==> src/rtl/fifo_line_ctrl.sv <==
// Line-buffer controller: pairs each pixel with the pixel one line above it,
// using an external 8-bit FIFO that always holds exactly one image line.
`timescale 1ns/1ps
module fifo_line_ctrl #(
    parameter int LINE_W = 32,
    parameter int IMG_H  = 32
) (
    input  logic       clk,
    input  logic       rst,
    input  logic       s_valid,
    output logic       s_ready,
    input  logic [7:0] s_pixel,
    output logic       m_valid,
    output logic [7:0] m_cur,
    output logic [7:0] m_prev,
    output logic [5:0] m_col,
    output logic [9:0] m_row,
    output logic       frame_done,
    output logic       err_underflow,
    output logic       fifo_rst,
    output logic [7:0] fifo_din,
    output logic       fifo_wr_en,
    output logic       fifo_rd_en,
    input  logic [7:0] fifo_dout,
    input  logic [6:0] fifo_data_count,
    input  logic       fifo_full,
    input  logic       fifo_empty
);
    typedef enum logic [1:0] {FILL, STREAM, DRAIN, DONE} state_t;

    localparam logic [5:0] COL_LAST = 6'(LINE_W - 1);
    localparam logic [9:0] ROW_LAST = 10'(IMG_H - 1);

    state_t     state_reg;
    logic [5:0] col_reg;
    logic [9:0] row_reg;
    logic       m_valid_reg;
    logic       prev_zero_reg;
    logic [7:0] m_cur_reg;
    logic [5:0] m_col_reg;
    logic [9:0] m_row_reg;
    logic       frame_done_reg;
    logic       err_underflow_reg;

    logic in_flow;
    logic has_data;
    logic accept;
    logic col_last;
    logic last_pixel;

    assign in_flow    = (state_reg == FILL) || (state_reg == STREAM);
    // A read is only issued when both status inputs agree data is present.
    assign has_data   = !fifo_empty && (fifo_data_count != 7'd0);
    assign s_ready    = in_flow && !fifo_full && !rst;
    assign accept     = s_valid && s_ready;
    assign col_last   = (col_reg == COL_LAST);
    assign last_pixel = col_last && (row_reg == ROW_LAST);

    assign fifo_din   = in_flow ? s_pixel : 8'd0;
    assign fifo_wr_en = accept;
    assign fifo_rd_en = !rst && (((state_reg == STREAM) && accept && has_data) ||
                                 ((state_reg == DRAIN) && has_data));
    assign fifo_rst   = rst || (state_reg == DONE);

    // The FIFO presents read data one cycle after the read, which is exactly
    // the cycle the registered pair is shown, so the previous-line pixel is
    // taken straight from fifo_dout.
    assign m_valid       = m_valid_reg;
    assign m_cur         = m_cur_reg;
    assign m_prev        = (m_valid_reg && !prev_zero_reg) ? fifo_dout : 8'd0;
    assign m_col         = m_col_reg;
    assign m_row         = m_row_reg;
    assign frame_done    = frame_done_reg;
    assign err_underflow = err_underflow_reg;

    always_ff @(posedge clk) begin
        if (rst) begin
            state_reg         <= FILL;
            col_reg           <= 6'd0;
            row_reg           <= 10'd0;
            m_valid_reg       <= 1'b0;
            prev_zero_reg     <= 1'b0;
            m_cur_reg         <= 8'd0;
            m_col_reg         <= 6'd0;
            m_row_reg         <= 10'd0;
            frame_done_reg    <= 1'b0;
            err_underflow_reg <= 1'b0;
        end else begin
            m_valid_reg    <= 1'b0;
            frame_done_reg <= 1'b0;

            if (accept) begin
                if (col_last) begin
                    col_reg <= 6'd0;
                    row_reg <= row_reg + 10'd1;
                end else begin
                    col_reg <= col_reg + 6'd1;
                end
            end

            case (state_reg)
                FILL: begin
                    if (accept && col_last) begin
                        state_reg <= STREAM;
                    end
                end
                STREAM: begin
                    if (accept) begin
                        m_valid_reg   <= 1'b1;
                        m_cur_reg     <= s_pixel;
                        m_col_reg     <= col_reg;
                        m_row_reg     <= row_reg;
                        prev_zero_reg <= !has_data;
                        if (!has_data) begin
                            err_underflow_reg <= 1'b1;
                        end
                        if (last_pixel) begin
                            state_reg <= DRAIN;
                        end
                    end
                end
                DRAIN: begin
                    if (!has_data) begin
                        state_reg      <= DONE;
                        frame_done_reg <= 1'b1;
                    end
                end
                DONE: begin
                    state_reg <= FILL;
                    col_reg   <= 6'd0;
                    row_reg   <= 10'd0;
                end
                default: state_reg <= FILL;
            endcase
        end
    end
endmodule

==> config.mk <==
export PLATFORM = sky130hd
export DESIGN_NAME = fifo_line_ctrl
export DESIGN_NICKNAME = d
export VERILOG_FILES = /design/src/rtl/fifo_line_ctrl.sv
export SDC_FILE = /design/constraint.sdc
export NUM_CORES = 1
export LEC_CHECK = 0
export CAP_MARGIN = 0
export CORE_MARGIN = 5
export CORE_UTILIZATION = 40
export DETAILED_ROUTE_END_ITERATION = 10
export GPL_TIMING_DRIVEN = 1
export PLACE_DENSITY = 0.73
export SYNTH_ARGS = -nofsm -noshare
export SYNTH_HDL_FRONTEND = slang
export SYNTH_SLANG_ARGS = --single-unit
==> constraint.sdc <==
create_clock -name clk -period 2.9 [get_ports clk]
set_input_delay 0.58 -clock clk [delete_from_list [all_inputs] [get_ports clk]]
set_output_delay 0.58 -clock clk [all_outputs]
set_load 0.01 [all_outputs]
== After elaboration in Yosys (flattened, before gate mapping) ==
Cells that the tools add are included.

* Register bits after elaboration: 46
* Output and inout bits: 47
* Input bits: 28
* Logic and storage cells: 62

* Reduce and logical (&&, ||, !) cells: 28
* Bitwise gates (word level): 3
* Multiplexer cells: 10
* Add/sub/neg operators: 2
* Equal/unequal tests: 9

{| class="wikitable"
|+ Operators with widths
! kind !! number
|-
| two-way mux 8 bit || 2
|-
| logical AND 1 bit || 11
|-
| adder 10 x 1 -> 10 bit (second input constant) || 1
|-
| == test 10 x 5 -> 1 bit (second input constant) || 1
|-
| two-way mux 2 bit || 4
|-
| one-hot mux 2 bit (4 select lines) || 1
|-
| nonzero test 7 bit || 1
|-
| adder 6 x 1 -> 6 bit (second input constant) || 1
|-
| == test 6 x 5 -> 1 bit (second input constant) || 1
|-
| two-way mux 6 bit || 1
|-
| inequality test 2 bit (second input constant) || 3
|-
| OR reduction 2 bit || 3
|-
| zero test 1 bit || 5
|-
| == test 2 bit (second input constant) || 2
|-
| AND reduction 2 bit || 2
|-
| AND reduction 4 bit || 1
|-
| logical OR 1 bit || 3
|-
| inverter 1 bit || 3
|-
| AND reduction 3 bit || 1
|-
| == test 2 x 1 -> 1 bit (second input constant) || 1
|-
| zero test 2 bit || 1
|-
| two-way mux 1 bit || 2
|-
| inequality test 2 x 1 -> 1 bit (second input constant) || 1
|}

== Depth between registers and ports, before layout ==
Gate-level depths: netlist of run 1.

* Depth in word-level cells: 9
* Depth in mapped cells: 10
* Mapped depth without buffers: 9

== Worst setup path before layout of run 1 ==
Ideal clock, no wire load.

* Path type: reg-to-output
* Start point: reg state_reg[0]
* End point: out fifo_rd_en
* Stages on the path, launching flop included: 9
* Data arrival time: 1.695 ns
* Path slack: 0.625 ns
* Data required time: 2.320 ns
* Buffers on the path: 0
* Path through: dfxtp_1 > inv_1 > ha_1 > or2_1 > nand3_1 > inv_2 > nand2_1 > inv_2 > o211a_1

* Word-level cells in the longest chain between the ends: 9
* Elaborated cells between the ends (all ways): 12
* Those cells by class: eq/ne (2); reduce/logical (10)

{| class="wikitable"
|+ RTL lines
! element !! RTL line !! source
|-
| start, declared || 34 || <nowiki>state_t state_reg;</nowiki>
|-
| start signal, assigned || 78 || <nowiki>state_reg <= FILL;</nowiki>
|-
| start signal, assigned || 104 || <nowiki>state_reg <= STREAM;</nowiki>
|-
| start signal, assigned || 118 || <nowiki>state_reg <= DRAIN;</nowiki>
|-
| == test 2 x 1 -> 1 bit or zero test 2 bit (tied branches) || 51 || <nowiki>assign in_flow = (state_reg == FILL) || (state_reg == STREAM);</nowiki>
|-
| logical OR 1 bit * || 51 ||
|-
| logical AND 1 bit * (2 in series) || 54 || <nowiki>assign s_ready = in_flow && !fifo_full && !rst;</nowiki>
|-
| logical AND 1 bit * || 55 || <nowiki>assign accept = s_valid && s_ready;</nowiki>
|-
| named net fifo_wr_en || 22 || <nowiki>output logic fifo_wr_en,</nowiki>
|-
| logical AND 1 bit * (2 in series) || 61 || <nowiki>assign fifo_rd_en = !rst && (((state_reg == STREAM) && accept && has_data) ||</nowiki>
|-
| logical OR 1 bit * || 61 ||
|-
| logical AND 1 bit * || 61 ||
|-
| end, declared || 23 || <nowiki>output logic fifo_rd_en,</nowiki>
|}

The timed path passes the listed nets; every way through them passes the cells marked *.

== Final worst setup path of run 1 ==
* Start point: reg state_reg[0]
* End point: out fifo_rd_en

* Word-level cells in the longest chain between the ends: 9
* Elaborated cells between the ends (all ways): 12
* Those cells by class: eq/ne (2); reduce/logical (10)

{| class="wikitable"
|+ RTL lines
! element !! RTL line
|-
| == test 2 x 1 -> 1 bit or zero test 2 bit (tied branches) || 51, 61
|-
| logical OR 1 bit || 51
|-
| logical AND 1 bit (2 in series) || 54
|-
| logical AND 1 bit || 55
|-
| logical AND 1 bit (2 in series) || 61
|-
| logical OR 1 bit * || 61
|-
| logical AND 1 bit * || 61
|}

Mark *: on every way between the ends. The rest lies on a longest branch, timed or not.

==> results summary, run 1 <==
The number of DRC markers after the initial detailed-route iteration came out at 99. The time the final worst path needs with I/O delays and setup came out at about 2800 ps. The total clock sinks is 46. The clock transition at the register clock pins on the worst setup and hold paths after CTS came out at ~80 ps. The insertion delay to the later sink of the worst-skew pair came out at ~300 ps. The cell count after placement is between 300 and 400. The category of the worst setup path capture point is an output pin. The horizontal extent of the die came out at between 80 and 90 um. The pin count of the biggest net entering global routing came out at 27. The final number of max-transition violations came out at 0. The floorplan die area is approximately 0.0066 mm2.

The TritonCTS buffer count came out at 5. The ratio of total power to cell area is around 380 mW/mm2. The most repeated cell in the gate-level netlist after synthesis is sky130_fd_sc_hd__nand2_1. Setup repair after global routing left no endpoint under its margin. The cell repeated most along the worst path is sky130_fd_sc_hd__inv_2. At the pin with the least slew margin, the transition time is around 570 ps. The H-tree was split into 2 levels.

The worst hold path was traced through 2 stages. Across the run, the number of max-cap violations was 0. The global placer's final weighted congestion came out at 0.8093. The initial utilization of the core area, before any placement, comes to 0.4197. For this run, design rule violations remaining after detail routing come to 0. In the synthesized netlist the async set-or-reset flop fraction comes to 0. The switching component of the power is ~0.24 mW.

The count of vias placed by the detailed router is 1868. The length in cells of the worst reg-to-reg path is 6. The routed wire length per instance is around 12 um. The worst setup path is launched from a flop. The number of nets still failing antenna checks after routing is 0.

The maximum clock skew at final layout came out at ~7.0 ps. The root buffer cell chosen for the clock tree is sky130_fd_sc_hd__clkbuf_8. The cell count along the critical path came out at 9. The most used flip-flop cell after synthesis is sky130_fd_sc_hd__dfxtp_1. The overall die height is approximately 80 um. The total setup buffers inserted after CTS is 0. The finished layout cell area came out at roughly 0.0029 mm2.

The net switching fraction of the power is 0.2122. Static timing analysis puts the maximum clock frequency at 362.3 MHz. The biggest area contributor in the post-synthesis netlist is sky130_fd_sc_hd__dfxtp_1. The final routed wirelength across all metal layers is slightly below 5000 um. The post-synthesis cell count is roughly 250. The proportion of power drawn by combinational gates is 0.078. The number of antenna diodes in the final layout is 0. The internal power component came out at 0.8786 mW. The run finished with clean final reports. The number of nets in the layout came out at 359. The area after detailed placement came out at about 0.0029 mm2. The sequential group share of total power came out at 0.567. The worst path buffer plus inverter count is 4.

The register bit total from synthesis came out at 46. The number of buffers added to fix hold violations after cts came out at 0. The first-pass iteration count of the detailed router came out at 4.

Grouping stages by cell kind, the critical path spends the most delay in buffers and inverters. The total power is 1.115 mW. The fraction of final layout cells with drive strength greater than 1 came out at 0.07055. After filler insertion, the fill cell instance count of the layout stands at roughly 470. The part of the cycle the worst path needs came out at 0.9517. The data required time of the worst path is approximately 2300 ps. The worst path setup slack after routing came out at ~140 ps. On the worst path, the slowest cell contributes a delay of roughly 480 ps.

The count of cells in the finished layout, fillers not included, comes to between 300 and 400. For this run, the register share of the synthesized area comes to 0.4554. The arrival time of data at the critical path endpoint is ~2200 ps.

The number of distinct library cells after synthesis is 35. The number of gates resized after cts is 0. Of the post-synthesis cell area, the dominant cell type holds 0.4554. The peak fanout along the critical path is 4. The critical path goes through inv_1 -> ha_1 -> or2_1 -> nand3_1 -> inv_2 -> nand2_1 -> inv_2 -> o211a_1 -> clkdlybuf4s50_1.

The leakage power summed over all cells is approximately 1.1 nW. The top-level I/O count is 75. For this run, the total global-route usage over all layers was measured as 0.1572.

The total count of hold-check failures in the final report is 0. The type of the worst setup path is reg2out. For this run, the number of Yosys warnings is 0.

The maximum clock path buffer count came out at 2. The per-instance average area after synthesis is 8.153 um2. The cell area that synthesis handed to floorplanning was approximately 0.0020 mm2.

Summed over all layers, the global routing overflow is 0. The number of buffers inserted by port buffering came out at between 70 and 80. The worst IR drop on VDD came out at about 210 uV. The number of synthesized flops with an enable pin is 0. The first global-routing pass estimated roughly 8100 um of wire. The cell at the slowest stage of the critical path is sky130_fd_sc_hd__clkdlybuf4s50_1.

The number of global-route vias before repair came out at around 1800. The core region is about 0.0048 mm2. OpenSTA, run right after detailed placement, puts the worst setup slack at 165.9 ps. After routing, the total negative slack on setup checks comes to 0 ps. The half-perimeter wire length after placement is between 3000 and 4000 um.

After detailed routing, the number of vias per cell comes to about 4.8. Setup violations remaining at the end of the flow were counted as 0. In the post-synthesis netlist, the biggest area contributors are sky130_fd_sc_hd__dfxtp_1 (46%), sky130_fd_sc_hd__nand2_1 (11%), sky130_fd_sc_hd__a21oi_1 (7.7%), sky130_fd_sc_hd__and2_1 (5.3%), sky130_fd_sc_hd__ha_1 (3.7%).

The number of nets handed over by synthesis was approximately 280. The TritonCTS clock tree is built. The tightest min-delay check is of the reg2reg type. The initial antenna violation count came out at 0.

Measured against its own limit, the worst slew margin works out to 0.6186. The synthesis-to-layout area growth came out at 45.85%. The part of the total power dissipated in the clock network came out at 0.354. Ranked by instance count, the synthesized netlist is headed by sky130_fd_sc_hd__nand2_1 (59), sky130_fd_sc_hd__dfxtp_1 (46), sky130_fd_sc_hd__a21oi_1 (31), sky130_fd_sc_hd__and2_1 (17), sky130_fd_sc_hd__nor2_1 (17). The number of placement rows came out at 25.
[placed cells by master, fill, tap and decap left out, types with 3 or more instances in the layout]
master and count:
sky130_fd_sc_hd__nand4_1 4, sky130_fd_sc_hd__xnor2_1 8, sky130_fd_sc_hd__and2_1 17, sky130_fd_sc_hd__a21oi_1 31, sky130_fd_sc_hd__xor2_1 3, sky130_fd_sc_hd__dfxtp_1 46, sky130_fd_sc_hd__nand3_1 5, sky130_fd_sc_hd__clkdlybuf4s50_1 74
sky130_fd_sc_hd__nor3_1 4, sky130_fd_sc_hd__inv_1 5, sky130_fd_sc_hd__clkbuf_8 6, sky130_fd_sc_hd__nor2_1 17, sky130_fd_sc_hd__ha_1 6, sky130_fd_sc_hd__buf_4 8, sky130_fd_sc_hd__nand2_1 59, sky130_fd_sc_hd__nor4_1 5
[power groups by stage]
stage / Sequential (mW) / Combinational, mW / Clock [mW]
final: 0.633 / 0.0875 / 0.395
after global routing: 0.633 / 0.0937 / 0.437
after CTS: 0.633 / 0.0886 / 0.406
after detailed placement: 0.648 / 0.0882 / 0
after global placement: 0.648 / 0.0866 / 0
after floorplan: 0.647 / 0.0260 / 0
[area by class of cell]
| cell class | count | area (um2) | area share |
|---|---|---|---|
| Inverter | 7 | 26.28 | 0.008910 |
| Multi-Input combinational cell | 183 | 1026 | 0.3479 |
| Tap cell | 67 | 83.83 | 0.02843 |
| Clock inverter | 1 | 5.005 | 0.001697 |
| Timing Repair Buffer | 82 | 800.8 | 0.2715 |
| Clock buffer | 7 | 86.33 | 0.02927 |
| Sequential cell | 46 | 920.9 | 0.3123 |
[metal layers]
layer | vias to the layer above | GRT usage | routed length [um]
met4 | 0 | 0.04730 | 51
met3 | 7 | 0.04878 | 396
met5 | - | 0 | 0
li1 | 978 | - | -
met1 | 834 | 0.1806 | 2143
met2 | 49 | 0.2783 | 2320
[through the flow]
stage,util,hold slack (ps)
after CTS,0.6122,456.4
after global routing,0.6122,477.1
after detailed placement,0.5932,445.7
after global placement,0.5932,435.0
final,0.6122,450.4
after floorplan,-,436.7
[cells by family (layout without fill, tap and decap cells)]
kind of cell | count (synthesis) | in the layout | share of synthesized area
mux | 2 | 2 | 0.009901
compound gates | 37 | 37 | 0.1040
buf+inv | 19 | 97 | 0.03713
xor+xnor | 11 | 11 | 0.04765
simple gates | 127 | 127 | 0.3088
fa+ha+maj | 6 | 6 | 0.03713
flops | 46 | 46 | 0.4554
[worst min-delay path: stages (launching register included)]
cell and delay, ps:
sky130_fd_sc_hd__dfxtp_1 320, sky130_fd_sc_hd__inv_1 50, sky130_fd_sc_hd__a21oi_1 50
[final timing paths]
check	start	end	slack [ps]
setup reg to reg	col_reg[0]$_SDFFE_PP0N_	state_reg[1]$_SDFFE_PP0P_	690
setup / recovery	state_reg[0]$_SDFFE_PP0P_	fifo_rd_en	140
hold / removal	err_underflow$_SDFFE_PP0P_	err_underflow$_SDFFE_PP0P_	450
hold reg to reg	err_underflow$_SDFFE_PP0P_	err_underflow$_SDFFE_PP0P_	450
(Power assumes the default switching activity.)
==> run 2: changes to the inputs <==
CTS_CLUSTER_SIZE = 14   (was not set)
==> results of run 2 <==
Same layout as run 1: the final DEF is identical, and so are final timing and power.
